==> config.mk <==
export PLATFORM = sky130hd
export DESIGN_NAME = power_seq_ctrl_flat
export DESIGN_NICKNAME = d
export VERILOG_FILES = /design/src/rtl/power_seq_ctrl_if.sv /design/src/rtl/power_seq_ctrl.sv /design/src/flat_wrapper.sv
export SDC_FILE = /design/constraint.sdc
export NUM_CORES = 1
export LEC_CHECK = 0
export ABC_CLOCK_PERIOD_IN_PS = 2100
export BUFFER_PORTS_ARGS = -buffer_cell sky130_fd_sc_hd__buf_2
export CAP_MARGIN = 20
export CORE_MARGIN = 2
export CORE_UTILIZATION = 31
export DETAILED_ROUTE_END_ITERATION = 8
export GPL_ROUTABILITY_DRIVEN = 0
export SYNTH_ARGS = -nofsm -noshare
export SYNTH_HDL_FRONTEND = slang
export SYNTH_SLANG_ARGS = --single-unit
==> constraint.sdc <==
create_clock -name clk -period 2.1 [get_ports clk]
set_clock_uncertainty 0.15 [all_clocks]
set_input_delay 0.63 -clock clk [delete_from_list [all_inputs] [get_ports clk]]
set_output_delay 0.63 -clock clk [all_outputs]
set_load 0.03 [all_outputs]
==> src/rtl/power_seq_ctrl_if.sv <==
// Bundles the per-domain request and sequencing outputs of power_seq_ctrl.
// master = the sequencer, slave = whoever drives requests and watches status.
interface power_seq_ctrl_if #(
    parameter int NUM_DOM = 2
);
    logic [NUM_DOM-1:0] p;
    logic [NUM_DOM-1:0] iso_en;
    logic [NUM_DOM-1:0] ret_en;
    logic [NUM_DOM-1:0] pse;
    logic [NUM_DOM-1:0] pwr_ok;
    logic               busy;

    modport master (
        input  p,
        output iso_en, ret_en, pse, pwr_ok, busy
    );

    modport slave (
        output p,
        input  iso_en, ret_en, pse, pwr_ok, busy
    );
endinterface

==> src/rtl/power_seq_ctrl.sv <==
// Multi-domain power-gating sequencer: one iso/ret/pse FSM per domain, a single
// shared transition token so only one domain switches at a time.
module power_seq_dom #(
    parameter int ISO_CYC = 2,
    parameter int RET_CYC = 2,
    parameter int PSW_CYC = 4,
    parameter int CNT_W   = 8
) (
    input  logic clk,
    input  logic rst,
    input  logic p,
    input  logic grant,
    output logic pending,
    output logic trans_d,
    output logic iso_en,
    output logic ret_en,
    output logic pse,
    output logic pwr_ok
);
    typedef enum logic [2:0] {
        ST_ON, ST_ISO, ST_RET, ST_OFF, ST_PWRUP, ST_RESTORE
    } state_e;

    localparam logic [CNT_W-1:0] CNT_ONE = CNT_W'(1);

    state_e           state_q, state_d;
    logic [CNT_W-1:0] cnt_q, cnt_d;
    logic             iso_q, iso_d, ret_q, ret_d, pse_q, pse_d, ok_q, ok_d;
    logic             last;

    assign last    = (cnt_q == CNT_ONE);
    assign pending = ((state_q == ST_ON) && p) || ((state_q == ST_OFF) && !p);

    always_comb begin
        state_d = state_q;
        cnt_d   = cnt_q;
        // Counter is loaded on entry; the step ends on the edge where it reads 1.
        case (state_q)
            ST_ON: if (grant) begin
                state_d = ST_ISO;
                cnt_d   = CNT_W'(ISO_CYC);
            end
            ST_ISO: if (last) begin
                state_d = ST_RET;
                cnt_d   = CNT_W'(RET_CYC);
            end else cnt_d = cnt_q - CNT_ONE;
            ST_RET: if (last) begin
                state_d = ST_OFF;
                cnt_d   = '0;
            end else cnt_d = cnt_q - CNT_ONE;
            ST_OFF: if (grant) begin
                state_d = ST_PWRUP;
                cnt_d   = CNT_W'(PSW_CYC);
            end
            ST_PWRUP: if (last) begin
                state_d = ST_RESTORE;
                cnt_d   = CNT_W'(ISO_CYC);
            end else cnt_d = cnt_q - CNT_ONE;
            ST_RESTORE: if (last) begin
                state_d = ST_ON;
                cnt_d   = '0;
            end else cnt_d = cnt_q - CNT_ONE;
            default: begin
                state_d = ST_ON;
                cnt_d   = '0;
            end
        endcase

        // Outputs are decoded from the next state so they flip on the same edge.
        iso_d = 1'b0;
        ret_d = 1'b0;
        pse_d = 1'b1;
        ok_d  = 1'b0;
        case (state_d)
            ST_ON:                 ok_d  = 1'b1;
            ST_ISO, ST_RESTORE:    iso_d = 1'b1;
            ST_RET, ST_PWRUP: begin
                iso_d = 1'b1;
                ret_d = 1'b1;
            end
            ST_OFF: begin
                iso_d = 1'b1;
                ret_d = 1'b1;
                pse_d = 1'b0;
            end
            default:               ok_d  = 1'b1;
        endcase
        trans_d = (state_d == ST_ISO) || (state_d == ST_RET) ||
                  (state_d == ST_PWRUP) || (state_d == ST_RESTORE);
    end

    always_ff @(posedge clk) begin
        if (rst) begin
            state_q <= ST_ON;
            cnt_q   <= '0;
            iso_q   <= 1'b0;
            ret_q   <= 1'b0;
            pse_q   <= 1'b1;
            ok_q    <= 1'b1;
        end else begin
            state_q <= state_d;
            cnt_q   <= cnt_d;
            iso_q   <= iso_d;
            ret_q   <= ret_d;
            pse_q   <= pse_d;
            ok_q    <= ok_d;
        end
    end

    assign iso_en = iso_q;
    assign ret_en = ret_q;
    assign pse    = pse_q;
    assign pwr_ok = ok_q;
endmodule

module power_seq_ctrl #(
    parameter int NUM_DOM = 2,
    parameter int ISO_CYC = 2,
    parameter int RET_CYC = 2,
    parameter int PSW_CYC = 4,
    parameter int CNT_W   = 8
) (
    input  logic                  clk,
    input  logic                  rst,
    power_seq_ctrl_if.master      bus
);
    logic [NUM_DOM-1:0] pending, grant, trans_d;
    logic               busy_q, busy_d, found;

    // Fixed priority, and only while no domain holds the token.
    always_comb begin
        grant = '0;
        found = 1'b0;
        for (int i = 0; i < NUM_DOM; i++) begin
            if (pending[i] && !found) begin
                grant[i] = !busy_q;
                found    = 1'b1;
            end
        end
    end

    assign busy_d = |trans_d;

    always_ff @(posedge clk) begin
        if (rst) busy_q <= 1'b0;
        else     busy_q <= busy_d;
    end

    assign bus.busy = busy_q;

    for (genvar g = 0; g < NUM_DOM; g++) begin : g_dom
        power_seq_dom #(
            .ISO_CYC(ISO_CYC),
            .RET_CYC(RET_CYC),
            .PSW_CYC(PSW_CYC),
            .CNT_W  (CNT_W)
        ) u_dom (
            .clk    (clk),
            .rst    (rst),
            .p      (bus.p[g]),
            .grant  (grant[g]),
            .pending(pending[g]),
            .trans_d(trans_d[g]),
            .iso_en (bus.iso_en[g]),
            .ret_en (bus.ret_en[g]),
            .pse    (bus.pse[g]),
            .pwr_ok (bus.pwr_ok[g])
        );
    end
endmodule

==> src/flat_wrapper.sv <==
// flat-port wrapper written by rule: the top's interface ports become plain ports
module power_seq_ctrl_flat 
#(
    parameter int NUM_DOM = 2,
    parameter int ISO_CYC = 2,
    parameter int RET_CYC = 2,
    parameter int PSW_CYC = 4,
    parameter int CNT_W   = 8
)
  (clk, rst, bus_p, bus_iso_en, bus_ret_en, bus_pse, bus_pwr_ok, bus_busy);
  power_seq_ctrl_if #(.NUM_DOM(NUM_DOM)) bus_i ();
  input  logic clk;
  input  logic rst;
  input wire logic [$bits(bus_i.p)-1:0] bus_p;
  output wire logic [$bits(bus_i.iso_en)-1:0] bus_iso_en;
  output wire logic [$bits(bus_i.ret_en)-1:0] bus_ret_en;
  output wire logic [$bits(bus_i.pse)-1:0] bus_pse;
  output wire logic [$bits(bus_i.pwr_ok)-1:0] bus_pwr_ok;
  output wire logic [$bits(bus_i.busy)-1:0] bus_busy;
  assign bus_i.p = bus_p;
  assign bus_iso_en = bus_i.iso_en;
  assign bus_ret_en = bus_i.ret_en;
  assign bus_pse = bus_i.pse;
  assign bus_pwr_ok = bus_i.pwr_ok;
  assign bus_busy = bus_i.busy;
  power_seq_ctrl #(.NUM_DOM(NUM_DOM), .ISO_CYC(ISO_CYC), .RET_CYC(RET_CYC), .PSW_CYC(PSW_CYC), .CNT_W(CNT_W)) u_core (.clk(clk), .rst(rst), .bus(bus_i));
endmodule
==> results.tsv, run 1 <==
stage	metric	value	unit
outcome	status	complete, no violations	
power_and_ir_drop	P_leak	0.894	nW
clock_tree	CTS tree	done	
layout	Layout area overhead	14.1	%
setup_path	CP endpoint kind	register	
timing	setup TNS	0	ps
yosys	Post-synth ARST share	0	%
floorplan	Initial Util	32.0	%
route	via count of the routed design	1558	
route	Residual DRC	0	
yosys	Synth Cell Area	1900	µm²
hold_path	Hold Crit Class	register to register	
yosys	syn avg cell area	8.42	µm²
setup_path	CP max FO	4	
yosys	Mapped Nets	233	
clock_tree	Setup Buffers After CTS	0	
yosys	Synth Register Bits	31	
setup_path	crit path DAT	1940	ps
clock_tree	CTS sink cnt	31	
layout	final cell count without fillers	318	
yosys	Mapped Cells	225	
placed_design	HPWL Detailed	2770	µm
route	vias per cell	4.90	
route	drt total wl	3880	µm
yosys	library cells used by synthesis	57	
power_and_ir_drop	Worst VDD drop	0.000519	V
setup_path	Worst R2R End	u_core.bus.busy	
floorplan	Die H	82.2	µm
timing	fmax	0.525	GHz
yosys	Synth Warn #	0	
timing	slew margin rel.	68.5	%
hold_path	Min-Delay Path Depth	2	
setup_path	WP data required	2130	ps
layout	Nets	250	
placed_design	number of port buffers	12	
yosys	sequential fraction of the synthesis area	32.7	%
route	router iterations before antenna repair	5	
grt	gr ovfl total	0	
clock_tree	H-tree depth	2	
route	WL/cell	12.2	µm
timing	Worst-Margin Slew	471	ps
grt	initial antenna violation count	0	
setup_path	worst r2r path cells	7	
clock_tree	clock transition at the registers of the reported paths	70	ps
setup_path	critical path's slowest cell	dfxtp_1	
timing	post-route minimum period	1900	ps
floorplan	Core Region	5920	µm²
route	1st-iter DRT viols	127	
grt	vias in the first global route	1397	
yosys	prevailing post-synth register cell	dfxtp_1	
floorplan	FP Rows	28	
setup_path	kind of critical path	register to register	
timing	final hold violation count	0	
setup_path	CP max stage delay	340	ps
timing	Tcrit/Tclk final	90.7	%
run	max cap viols	0	
setup_path	worst r2r src	u_core.g_dom[1].u_dom.cnt_q[1]	
setup_path	Cell Chain, Critical Path	inv_1 > ha_1 > nor4b_4 > a31oi_1 > a22oi_2 > a41oi_1 > a21o_1	
setup_path	Top Family by Delay on Critical Path	compound AO/OA/AOI/OAI gates	
clock_tree	clock latency on the worst-skew pair	280	ps
power_and_ir_drop	Power Dens Cells	1100	nW/µm²
clock_tree	clk root buf	clkbuf_8	
grt	largest net degree at the start of global routing	18	
timing	Setup-failing EPs final	0	
timing	pins over their slew limit	0	
setup_path	Worst setup SP type	register	
placed_design	pre-CTS setup slack	-83.5	ps
setup_path	CP bufs+invs	1	
setup_path	R2R setup slack	200	ps
grt	first-pass GRT wire length	6530	µm
grt	GRT Total Usage	12.6	%
yosys	number of synthesized flops with an enable pin	0	
floorplan	Top Ports	13	
timing	setup ws final	196	ps
floorplan	Die W	82.2	µm
hold_path	HP Start	u_core.g_dom[0].u_dom.cnt_q[2]	
floorplan	total die area	6760	µm²
clock_tree	clock buffer depth	2	
power_and_ir_drop	Design Power	2.38	mW
route	DRT antenna net count	0	
placed_design	placed cells	310	
layout	Diodes inserted	0	
layout	proportion of layout cells with a drive suffix above 1	23.0	%
hold_path	sink of the worst hold path	u_core.g_dom[0].u_dom.cnt_q[2]	
timing	RSZ-0062 raised after global routing	no	
clock_tree	CTS Buf Count	5	
==> how the worst max path moves through the flow <==
stage	startpoint	endpoint	slack, ps	depth (start not counted)
after floorplan	bus_p[0]	u_core.g_dom[1].u_dom.cnt_q[0]	100	5
after global placement	bus_p[0]	u_core.bus.busy	-90	7
after detailed placement	bus_p[0]	u_core.g_dom[1].u_dom.cnt_q[0]	-80	6
after CTS	u_core.g_dom[1].u_dom.cnt_q[1]	u_core.bus.busy	150	7
after global routing	u_core.g_dom[0].u_dom.cnt_q[0]	u_core.g_dom[0].u_dom.cnt_q[1]	4	6
final	u_core.g_dom[1].u_dom.cnt_q[1]	u_core.bus.busy	200	7
==> kinds of logic (layout without fill, tap and decap cells) <==
logic type      Yosys count  after routing  share of synthesized area, %
simple gates             98             98                          30.0
compound gates           49             49                          19.7
flops                    31             31                          32.7
buf+inv                  28             46                          7.66
xor+xnor                 12             12                          5.55
fa+ha+maj                 5              5                          3.23
mux                       2              2                          1.12
==> state kept, by name, summed over array words and instances (netlist names) <==
signal,flops
u_core.g_dom.u_dom.pwr_ok,2
u_core.g_dom.u_dom.pse,2
u_core.bus.busy,1
u_core.g_dom.u_dom.cnt_q,16
u_core.g_dom.u_dom.iso_en,2
u_core.g_dom.u_dom.ret_en,2
u_core.g_dom.u_dom.state_q,6
==> timing repair <==
| action | 4_1_cts | 5_1_grt |
|---|---|---|
| gates resized for setup | 0 | 2 |
| hold buffers | 0 | 0 |
| endpoints found under the setup margin | 0 | 2 |
==> cells in the mapped netlist, types with 2 or more instances <==
cell | instances | area share (%)
a32oi_1 | 2 | 0.92
nand3_1 | 6 | 1.6
nor2_1 | 33 | 6.5
nor4b_4 | 3 | 3.8
a211oi_1 | 2 | 0.79
nor3b_1 | 2 | 0.79
o21a_1 | 2 | 0.79
nor3_1 | 7 | 1.8
o2bb2ai_1 | 2 | 0.92
a21oi_1 | 10 | 2.6
nand2_1 | 21 | 4.2
a21o_1 | 3 | 1.2
xor2_1 | 9 | 4.2
or3_1 | 3 | 0.99
clkbuf_1 | 6 | 1.2
nor4_2 | 2 | 1.3
buf_2 | 5 | 1.3
a31oi_1 | 7 | 2.3
dfxtp_1 | 31 | 33
buf_4 | 9 | 3.6
o21ai_0 | 2 | 0.53
nor2b_1 | 3 | 0.99
nand3b_1 | 4 | 1.6
and2_1 | 2 | 0.66
xnor2_1 | 3 | 1.4
nand2b_1 | 3 | 0.99
ha_1 | 4 | 2.6
inv_1 | 7 | 1.4
a22o_1 | 4 | 1.8
==> metal layers <==
metal | GRT usage (%) | vias to the layer above | part of all wire, %
met5 | 0 | - | 0
met4 | 7.50 | 0 | 2.4
met3 | 3.26 | 4 | 2.8
met2 | 17.4 | 20 | 42
met1 | 17.5 | 710 | 53
li1 | - | 824 | -
==> layout make-up <==
class                   instances  area (µm²)
flip-flops and latches         31         621
multi-input cells             166        1140
clock inverters                 1        5.00
clock buffers                   7        76.3
repair buffers                 31         203
well taps                      75        93.8
inverters                       7        26.3
fillers                       600        3760
==> metrics by stage <==
stage	area, µm²	utilization [%]	hold slack (ps)
2_1_floorplan	1900	-	308
3_3_place_gp	2070	35.0	346
3_5_place_dp	2070	35.0	346
4_1_cts	2150	36.4	363
5_1_grt	2160	36.5	384
6_report	2160	36.5	360
==> report_power, final <==
part / internal, mW / total, mW / switching, mW
Clock: 0.232 / 0.454 / 0.222
Combinational: 0.495 / 1.09 / 0.591
Sequential: 0.708 / 0.845 / 0.137
Total: 1.43 / 2.38 / 0.950
==> cells in the final DEF (no fill, tap or decap), types with 2 or more instances in the layout <==
| master | synthesis | layout |
|---|---|---|
| or3_1 | 3 | 3 |
| nand2b_1 | 3 | 3 |
| nor3_1 | 7 | 7 |
| ha_1 | 4 | 4 |
| nor2b_1 | 3 | 3 |
| a211oi_1 | 2 | 2 |
| clkbuf_1 | 6 | 2 |
| xor2_1 | 9 | 9 |
| nor2_1 | 33 | 33 |
| nand3b_1 | 4 | 4 |
| and2_1 | 2 | 2 |
| a31oi_1 | 7 | 7 |
| o21a_1 | 2 | 2 |
| a21oi_1 | 10 | 10 |
| nand2_1 | 21 | 20 |
| o21ai_0 | 2 | 2 |
| a22o_1 | 4 | 4 |
| xnor2_1 | 3 | 3 |
| nor4_2 | 2 | 2 |
| nand3_1 | 6 | 6 |
| dfxtp_1 | 31 | 31 |
| buf_4 | 9 | 19 |
| buf_2 | 5 | 12 |
| nand2_2 | 1 | 2 |
| inv_1 | 7 | 7 |
| a21o_1 | 3 | 3 |
| o2bb2ai_1 | 2 | 2 |
| nor3b_1 | 2 | 2 |
| clkbuf_8 | 0 | 5 |
| nor4b_4 | 3 | 3 |
| a32oi_1 | 2 | 2 |
==> tightest hold or removal path, stage by stage, from the launching register on <==
cell     delay (ps)
dfxtp_1         350
nand2_1          70
a21oi_1          50
(Power assumes the default switching activity.)
==> run 2, diff against run 1 <==
Settings changed: SETUP_SLACK_MARGIN set to 0.2.
==> run 2 against run 1 <==
- via count increased by 5.8%
- non-clock buffer count increased by 11
- combinational power increased by 9%
- register-to-register slack improved by 60 ps
- die area unchanged
- clock power increased by 6.6%
- flip-flop and latch count unchanged
- critical path type is now input port to register
==> results.tsv, run 2 (synthesis results as in run 1) <==
stage	metric	value	unit
outcome	status	complete, no violations	
power_and_ir_drop	power share of the sequential group	33.5	%
timing	post-route minimum period	1860	ps
timing	RSZ-0062 raised after global routing	yes	
grt	vias in the first global route	1559	
layout	proportion of layout cells with a drive suffix above 1	30.8	%
timing	pins over their slew limit	0	
route	Residual DRC	0	
power_and_ir_drop	Power Dens Cells	1100	nW/µm²
route	router iterations before antenna repair	4	
grt	initial antenna violation count	0	
floorplan	Die W	82.2	µm
layout	max reg flops	16	
setup_path	kind of critical path	input port to register	
grt	GRT Total Usage	12.9	%
setup_path	Worst setup SP type	input port	
timing	Setup-failing EPs final	0	
timing	fmax	0.538	GHz
floorplan	Initial Util	32.0	%
route	via count of the routed design	1648	
floorplan	FP Rows	28	
clock_tree	CTS tree	done	
layout	finished layout cell area	2290	µm²
floorplan	Die H	82.2	µm
layout	top flop regs	u_core.g_dom.u_dom.cnt_q: 16 flops, u_core.g_dom.u_dom.state_q: 6 flops	
route	drt total wl	4110	µm
layout	Reg with most FFs	u_core.g_dom.u_dom.cnt_q	
floorplan	Top Ports	13	
clock_tree	clock buffer depth	2	
power_and_ir_drop	switching pwr	0.989	mW
setup_path	crit path DAT	1880	ps
hold_path	Hold Crit Class	register to register	
clock_tree	H-tree depth	2	
clock_tree	clk root buf	clkbuf_8	
setup_path	CP endpoint kind	register	
power_and_ir_drop	Internal Power	1.53	mW
layout	Nets	261	
route	DRT antenna net count	0	
power_and_ir_drop	switching share of power	39.2	%
placed_design	number of port buffers	12	
route	WL/cell	12.5	µm
floorplan	total die area	6760	µm²
grt	gr ovfl total	0	
route	1st-iter DRT viols	128	
power_and_ir_drop	P_leak	0.956	nW
clock_tree	CTS sink cnt	31	
layout	Diodes inserted	0	
setup_path	WP data required	2120	ps
grt	largest net degree at the start of global routing	18	
layout	Layout area overhead	20.7	%
timing	final hold violation count	0	
clock_tree	clock latency on the worst-skew pair	280	ps
route	vias per cell	5.02	
timing	Worst-Margin Slew	373	ps
power_and_ir_drop	Comb pwr share	47.3	%
layout	commonest non-fill, non-tap cell in the layout	nor2_1	
run	max cap viols	0	
layout	most frequent cells in the layout	nor2_1 (33), buf_4 (30), dfxtp_1 (27)	
clock_tree	CTS Buf Count	5	
power_and_ir_drop	Design Power	2.52	mW
power_and_ir_drop	Worst VDD drop	0.000347	V
placed_design	HPWL Detailed	2850	µm
floorplan	Core Region	5920	µm²
grt	first-pass GRT wire length	6900	µm
clock_tree	clock transition at the registers of the reported paths	60	ps
timing	slew margin rel.	75.0	%
power_and_ir_drop	clock share of power	19.2	%
setup_path	CP max FO	8	
placed_design	Cell Area, Placed	2100	µm²
timing	Tcrit/Tclk final	88.6	%
setup_path	R2R setup slack	260	ps
==> run 2: cell count changes in the layout (fill, tap and decap cells not counted), sizes merged <==
cell,change
buf,+11
clkbuf,-1
==> run 2: layer usage <==
metal,wire length [µm],up-vias,global-route usage [%]
met3,103,5,2.93
met1,2090,783,17.0
met4,59,0,5.33
met2,1850,20,20.4
met5,0,-,0
li1,-,840,-
==> run 2: timing repair <==
item                                    CTS  global route
endpoints found under the setup margin    5            14
buffers inserted                          2             6
pin swaps                                 2             8
hold buffers                              0             0
cloned                                    0             0
gates resized for setup                   5             9
==> run 2: path summary, 6_finish.rpt <==
| check | startpoint | to | cells past startpoint |
|---|---|---|---|
| worst max register to register | u_core.g_dom[1].u_dom.cnt_q[0] | u_core.g_dom[1].u_dom.cnt_q[2] | 8 |
| worst min register to register | u_core.g_dom[0].u_dom.cnt_q[6] | u_core.g_dom[0].u_dom.cnt_q[6] | 2 |
| worst max-delay path | bus_p[0] | u_core.g_dom[0].u_dom.cnt_q[6] | 8 |
| worst min-delay path | u_core.g_dom[0].u_dom.cnt_q[6] | u_core.g_dom[0].u_dom.cnt_q[6] | 2 |
==> run 2: power by group through the flow <==
stage | registers, mW | logic (mW) | clock network [mW]
after floorplan | 0.829 | 0.834 | 0
after global placement | 0.846 | 1.09 | 0
after detailed placement | 0.852 | 1.09 | 0
after CTS | 0.840 | 1.12 | 0.495
after global routing | 0.866 | 1.33 | 0.526
final | 0.845 | 1.19 | 0.484
==> run 2: worst max-delay path, cell delays in order <==
cell and delay [ps]:
buf_2 110, buf_4 140, xor2_1 130, a211o_2 410
buf_4 160, nand4b_1 90, xor2_1 160, nor2_1 50
==> run 2: cell type report <==
| type | instances | area [µm²] |
|---|---|---|
| tap | 75 | 93.8 |
| multi-input combinational | 166 | 1170 |
| sequential | 31 | 628 |
| inverter | 7 | 26.3 |
| timing repair buffer | 42 | 285 |
| clock buffer | 6 | 82.6 |
| clock inverter | 1 | 5.00 |
| fill | 610 | 3630 |
==> run 2: metrics by stage <==
stage	cells	hold slack (ps)	util [%]	setup WS (ps)	TNS [ps]
3_3_place_gp	313	343	35.4	-53.3	-175
3_5_place_dp	313	336	35.4	-68.3	-335
6_report	328	387	38.7	240	0
5_1_grt	328	417	38.7	172	0
4_1_cts	322	364	37.4	217	0
2_1_floorplan	225	308	-	124	0
